==> src/rtl/sram_port_arbiter_pkg.sv <==
// sram_port_arbiter_pkg: FSM state encoding, owner encoding and default sizes for the SRAM port arbiter
package sram_port_arbiter_pkg;
  localparam int ADDR_W_DEF = 18;
  localparam int DATA_W_DEF = 16;
  localparam int WAIT_CYCLES_DEF = 1;
  localparam logic [2:0] S_IDLE = 3'd0;
  localparam logic [2:0] S_RD = 3'd1;
  localparam logic [2:0] S_WR_SETUP = 3'd2;
  localparam logic [2:0] S_WR_PULSE = 3'd3;
  localparam logic [2:0] S_WR_HOLD = 3'd4;
  localparam logic [2:0] S_DONE = 3'd5;
  localparam logic OWN_IF = 1'b0;
  localparam logic OWN_MEM = 1'b1;
endpackage

==> src/rtl/sram_port_arbiter_if_line_buf.sv <==
// if_line_buf: one-entry fetch buffer (valid bit, tag, data) with tag compare, used under IF_LINE_BUF_EN
module if_line_buf
  import sram_port_arbiter_pkg::*;
#(
  parameter int ADDR_W = ADDR_W_DEF,
  parameter int DATA_W = DATA_W_DEF
) (
  input  logic              clk,
  input  logic              rst,
  input  logic [ADDR_W-1:0] lookup_addr_i,
  input  logic              fill_i,
  input  logic [ADDR_W-1:0] fill_addr_i,
  input  logic [DATA_W-1:0] fill_data_i,
  input  logic              inv_i,
  input  logic [ADDR_W-1:0] inv_addr_i,
  output logic              hit_o,
  output logic [DATA_W-1:0] data_o
);
  logic              valid_q;
  logic [ADDR_W-1:0] tag_q;
  logic [DATA_W-1:0] data_q;
  // refill on every SRAM fetch; a data write to the buffered address drops the entry
  always_ff @(posedge clk)
    if (!rst) begin
      valid_q <= 1'b0;
      tag_q <= '0;
      data_q <= '0;
    end else if (fill_i) begin
      valid_q <= 1'b1;
      tag_q <= fill_addr_i;
      data_q <= fill_data_i;
    end else if (inv_i && inv_addr_i == tag_q) valid_q <= 1'b0;
  assign hit_o = valid_q && lookup_addr_i == tag_q;
  assign data_o = data_q;
endmodule

==> src/rtl/sram_port_arbiter.sv <==
// sram_port_arbiter: shares one SRAM between IF and MEM (MEM first); define IF_LINE_BUF_EN for a one-entry fetch buffer
module sram_port_arbiter
  import sram_port_arbiter_pkg::*;
#(
  parameter int ADDR_W = ADDR_W_DEF,
  parameter int DATA_W = DATA_W_DEF,
  parameter int WAIT_CYCLES = WAIT_CYCLES_DEF
) (
  input  logic              clk,
  input  logic              rst,
  input  logic              if_req,
  input  logic [ADDR_W-1:0] if_addr,
  output logic [DATA_W-1:0] if_rdata,
  output logic              if_valid,
  input  logic              mem_req,
  input  logic              mem_we,
  input  logic [ADDR_W-1:0] mem_addr,
  input  logic [DATA_W-1:0] mem_wdata,
  output logic [DATA_W-1:0] mem_rdata,
  output logic              mem_done,
  output logic              mem_conflict,
  output logic [ADDR_W-1:0] sram_addr,
  output logic [DATA_W-1:0] sram_dq_o,
  output logic              sram_dq_oe,
  input  logic [DATA_W-1:0] sram_dq_i,
  output logic              sram_ce_n,
  output logic              sram_oe_n,
  output logic              sram_we_n
);
  localparam int CW = (WAIT_CYCLES < 1) ? 1 : $clog2(WAIT_CYCLES + 1);
  localparam logic [CW-1:0] CNT_LOAD = CW'(WAIT_CYCLES);
  logic [2:0]        state_q, state_d;
  logic              owner_q, owner_d;
  logic [CW-1:0]     cnt_q, cnt_d;
  logic [ADDR_W-1:0] addr_q, addr_d;
  logic [DATA_W-1:0] wdata_q, wdata_d;
  logic [DATA_W-1:0] if_rdata_q, if_rdata_d;
  logic [DATA_W-1:0] mem_rdata_q, mem_rdata_d;
  logic              buf_hit;
  logic [DATA_W-1:0] buf_data;
  logic              rd_last;
  assign rd_last = state_q == S_RD && cnt_q == '0;
`ifdef IF_LINE_BUF_EN
  if_line_buf #(.ADDR_W(ADDR_W), .DATA_W(DATA_W)) u_if_line_buf (
    .clk(clk),
    .rst(rst),
    .lookup_addr_i(if_addr),
    .fill_i(rd_last && owner_q == OWN_IF),
    .fill_addr_i(addr_q),
    .fill_data_i(sram_dq_i),
    .inv_i(state_q == S_IDLE && mem_req && mem_we),
    .inv_addr_i(mem_addr),
    .hit_o(buf_hit),
    .data_o(buf_data)
  );
`else
  assign buf_hit = 1'b0;
  assign buf_data = '0;
`endif
  // access sequencer: accept in IDLE (MEM first), time the strobes, capture read data on the last RD cycle
  always_comb begin
    state_d = state_q;
    owner_d = owner_q;
    cnt_d = cnt_q;
    addr_d = addr_q;
    wdata_d = wdata_q;
    if_rdata_d = if_rdata_q;
    mem_rdata_d = mem_rdata_q;
    case (state_q)
      S_IDLE:
        if (mem_req) begin
          owner_d = OWN_MEM;
          addr_d = mem_addr;
          cnt_d = CNT_LOAD;
          wdata_d = mem_we ? mem_wdata : wdata_q;
          state_d = mem_we ? S_WR_SETUP : S_RD;
        end else if (if_req) begin
          owner_d = OWN_IF;
          addr_d = if_addr;
          cnt_d = CNT_LOAD;
          if_rdata_d = buf_hit ? buf_data : if_rdata_q;
          state_d = buf_hit ? S_DONE : S_RD;
        end
      S_RD: begin
        cnt_d = cnt_q - CW'(1);
        state_d = rd_last ? S_DONE : S_RD;
        if_rdata_d = rd_last && owner_q == OWN_IF ? sram_dq_i : if_rdata_q;
        mem_rdata_d = rd_last && owner_q == OWN_MEM ? sram_dq_i : mem_rdata_q;
      end
      S_WR_SETUP: begin
        cnt_d = CNT_LOAD;
        state_d = S_WR_PULSE;
      end
      S_WR_PULSE: begin
        cnt_d = cnt_q - CW'(1);
        state_d = cnt_q == '0 ? S_WR_HOLD : S_WR_PULSE;
      end
      S_WR_HOLD: state_d = S_DONE;
      default: state_d = S_IDLE;
    endcase
  end
  // state and datapath registers; reset abandons any access without a done pulse
  always_ff @(posedge clk)
    if (!rst) begin
      state_q <= S_IDLE;
      owner_q <= OWN_IF;
      cnt_q <= '0;
      addr_q <= '0;
      wdata_q <= '0;
      if_rdata_q <= '0;
      mem_rdata_q <= '0;
    end else begin
      state_q <= state_d;
      owner_q <= owner_d;
      cnt_q <= cnt_d;
      addr_q <= addr_d;
      wdata_q <= wdata_d;
      if_rdata_q <= if_rdata_d;
      mem_rdata_q <= mem_rdata_d;
    end
  assign sram_addr = addr_q;
  assign sram_dq_o = wdata_q;
  assign sram_ce_n = state_q == S_IDLE || state_q == S_DONE;
  assign sram_oe_n = state_q != S_RD;
  assign sram_we_n = state_q != S_WR_PULSE;
  assign sram_dq_oe = state_q == S_WR_SETUP || state_q == S_WR_PULSE || state_q == S_WR_HOLD;
  assign if_valid = state_q == S_DONE && owner_q == OWN_IF;
  assign mem_done = state_q == S_DONE && owner_q == OWN_MEM;
  assign mem_conflict = if_req && (state_q == S_IDLE ? mem_req : owner_q == OWN_MEM);
  assign if_rdata = if_rdata_q;
  assign mem_rdata = mem_rdata_q;
endmodule
==> config.mk <==
export PLATFORM = sky130hd
export DESIGN_NAME = sram_port_arbiter
export DESIGN_NICKNAME = d
export VERILOG_FILES = /design/src/rtl/sram_port_arbiter_pkg.sv /design/src/rtl/sram_port_arbiter_if_line_buf.sv /design/src/rtl/sram_port_arbiter.sv
export SDC_FILE = /design/constraint.sdc
export NUM_CORES = 1
export LEC_CHECK = 0
export BUFFER_PORTS_ARGS = -buffer_cell sky130_fd_sc_hd__buf_2
export CAP_MARGIN = 20
export CORE_ASPECT_RATIO = 0.8
export CORE_UTILIZATION = 46
export DETAILED_ROUTE_END_ITERATION = 6
export PLACE_DENSITY = 0.83
export SLEW_MARGIN = 20
export SYNTH_ARGS = -nofsm -noshare
export SYNTH_HDL_FRONTEND = slang
export SYNTH_SLANG_ARGS = --single-unit
==> constraint.sdc <==
create_clock -name clk -period 1.5 [get_ports clk]
set_input_delay 0.225 -clock clk [delete_from_list [all_inputs] [get_ports clk]]
set_output_delay 0.225 -clock clk [all_outputs]
set_load 0.02 [all_outputs]
==> results.md <==
* Lkg Pwr at 2.054 nW
* Initial Util at 47.89%
* Fin crit share at 104.1%
* Initial antenna violation count at 0
* H-tree depth at 3
* Longest Clk Path Bufs at 2
* Post-synthesis sequential area ratio at 46.31%
* Max Cap Violations at 0
* I/O Pins at 146
* Vias in the first global route at 2423
* Area leader, netlist: dfxtp_1
* Synth Net Count at 389
* Clock share of power at 27.1%
* First-pass GRT wire length at 11100 um
* CTS tree: built
* Cts bufs inserted at 9
* Most common cell after layout, fill and taps aside: buf_2
* Ys async rst share at 0%
* Final ANT Viol Nets at 0
* Crit-path max FO at 3
* Dpl hpwl at 5304 um
* CTS clk-pin slew, worst paths at 0.07 ns
* Routed vias/inst at 4.995
* Slew headroom at 69.16%
* Pin count of the biggest net entering global routing at 51
* Main synth FF type: dfxtp_1
* Final slew viol count at 0
* Top post-synthesis cells by area: dfxtp_1 46%, mux2i_1 22%, nand2_1 10%, a211oi_2 4.1%, a21oi_1 3.4%
* Critical Path Source Type: flop
* Detail Route met3 WL at 390 um
* WL final at 7429 um
* Port bufs at 145
* Hold buffer count at cts at 0
* WL/cell at 13.48 um
* Setup violators final at 4
* Synthesis Warnings at 0
* Die width at 93.33 um
* Nets@finish at 535
* Layout cells sized above 1 at 43.04%
* Slew @ Worst Pin at 0.4578 ns
* Critical path type: reg -> out
* Vias at 2752
* Slowest cell on crit path: dfxtp_4
* Final Hold Viols at 0
* Maximum VDD drop at 0.5978 mV
* RD Place Congestion at 0.7593
* Number of synthesized register bits at 71
* Layout Utilization at 64.76%
* CP endpoint kind: primary output
* Sw Ratio at 32.45%
* Total Power at 0.004998 W
* Minimum clock period at 1.561 ns
* Post-synth top area share at 46.31%
* Mean Syn Cell Area at 9.713 sq um
* Comb pwr share at 28.5%
* Clk_skew at 0.004802 ns
* Worst path cell trace: nor3_4 -> mux2i_1 -> nor2b_1 -> buf_4
* Grt ovf at 0
* Core Box Area at 0.006409 sq mm
* Layout area overhead at 35.22%
* Top Layer Used: met4
* Pwr Density at 1204 mW/mm^2
* Clock sink count at 71
* Outcome: finished with violations
* Hold WC Path Type: in -> reg
* Data required, critical path at 1.27 ns
* Critical path arrival at 1.34 ns
* Worst setup margin at -0.06117 ns
* CP max stage delay at 0.36 ns
* Initial drt markers at 76
* WL met2 at 3724 um
* Syn Inst Count at 316
* Net Sw Power at 0.001622 W
* RSZ-0062 raised after global routing: yes
* WL met1 at 3209 um
* Total Routing Usage GR at 20.54%
* # diodes at 0
* Setup TNS at -0.1450 ns
* Max Clk Rate at 640.5 MHz
* Post-synth EDFFs at 0
* Synthesized area at 0.003069 sq mm
* # rows at 26
* Die Area at 0.007005 sq mm
* Die Ht at 75.06 um
* Clk Latency, worst-skew pair at 0.33 ns
* Drt first pass iters at 4
* Power Internal at 0.003376 W
* Flop pwr share at 44.3%
* Violated checks: negative setup slack
* Post-synth cell types at 34
* Clk root buf: clkbuf_8
* Most frequent cells in the layout: 141 x buf_2, 84 x nand2_1, 67 x mux2i_1, 67 x dfxtp_1, 19 x a21oi_1
* DRC at 0
-- logic make-up after synthesis --
kind of cell              count (synthesis)  synth area share [%]
and+or+nand+nor                         102                 14.72
DFF                                      71                 46.31
muxes                                    67                 21.85
AOI/OAI and AO/OA                        45                 11.09
buffers and inverters                    30                 5.748
xor gates and xnor gates                  1                0.2854
-- area by class of cell --
cell class | instances | area [sq um]
clock inverter | 3 | 17.52
clock buffer | 13 | 158.9
tap | 84 | 105.1
multi-input combinational | 215 | 1506
sequential | 71 | 1434
timing repair buffer | 162 | 917.1
fill | 529 | 2258
inverter | 3 | 11.26
-- worst max-delay path, delay by kind of cell, from the launching register on --
family / cells / cell delay, ns
muxes: 1 / 0.20
DFF: 1 / 0.36
buffers and inverters: 1 / 0.15
and+or+nand+nor: 2 / 0.28
-- stage by stage --
step	cells	worst slack, ns	hold WS (ns)	instance area [sq um]
CTS	550	-0.06591	0.1156	4119
floorplan	316	0.07847	0.3672	3069
finish	551	-0.06117	0.1319	4150
detailed placement	530	0.01036	0.4441	3875
global placement	530	0.1135	0.4399	3875
global route	551	-0.1431	0.1208	4150
-- power by group through the flow --
stage / combinational, W / clock (W) / sequential (W)
floorplan: 0.000726 / 0 / 0.00244
global placement: 0.00131 / 0 / 0.00224
detailed placement: 0.00134 / 0 / 0.00225
CTS: 0.00140 / 0.00140 / 0.00221
global route: 0.00154 / 0.00148 / 0.00224
finish: 0.00143 / 0.00136 / 0.00222
-- flip-flops by register name, indices dropped and copies added, names as in the netlist --
register and count:
sram_dq_o 16, owner_q 1, if_rdata 16, sram_addr 18
mem_rdata 16, cnt_q 1, state_q 3
-- worst paths after layout --
path | start | to | slack, ns | cells after the start
max reg2reg | state_q[0] | state_q[1] | -0.03 | 5
min | mem_wdata[5] | sram_dq_o[5] | 0.13 | 3
max | state_q[2] | mem_conflict | -0.06 | 4
min reg2reg | if_rdata[13] | if_rdata[13] | 0.45 | 2
-- per-layer routing --
metal  vias up  global-route usage (%)
met2        83                   35.21
li1       1376                       -
met1      1280                   24.81
met5         -                       0
met4         0                   8.205
met3        13                   5.758
-- Yosys cell counts (2+ instances only) --
cell	count
a211oi_2	10
buf_6	6
buf_4	3
mux2i_1	67
nor2b_1	2
dfxtp_1	71
buf_2	6
o21ai_0	2
a21oi_1	21
nor2_1	2
a211oi_1	7
nand3_1	2
inv_1	2
nand2_1	85
clkbuf_1	11
-- what timing repair did --
item / in CTS / in global routing
setup buffers: 4 / 1
endpoints found under the hold margin: 0 / 0
gates resized for setup: 14 / 6
pin swaps: 1 / 4
endpoints found under the setup margin: 9 / 9
cloned: 0 / 0
No activity file was read; power rests on OpenSTA's default activity.
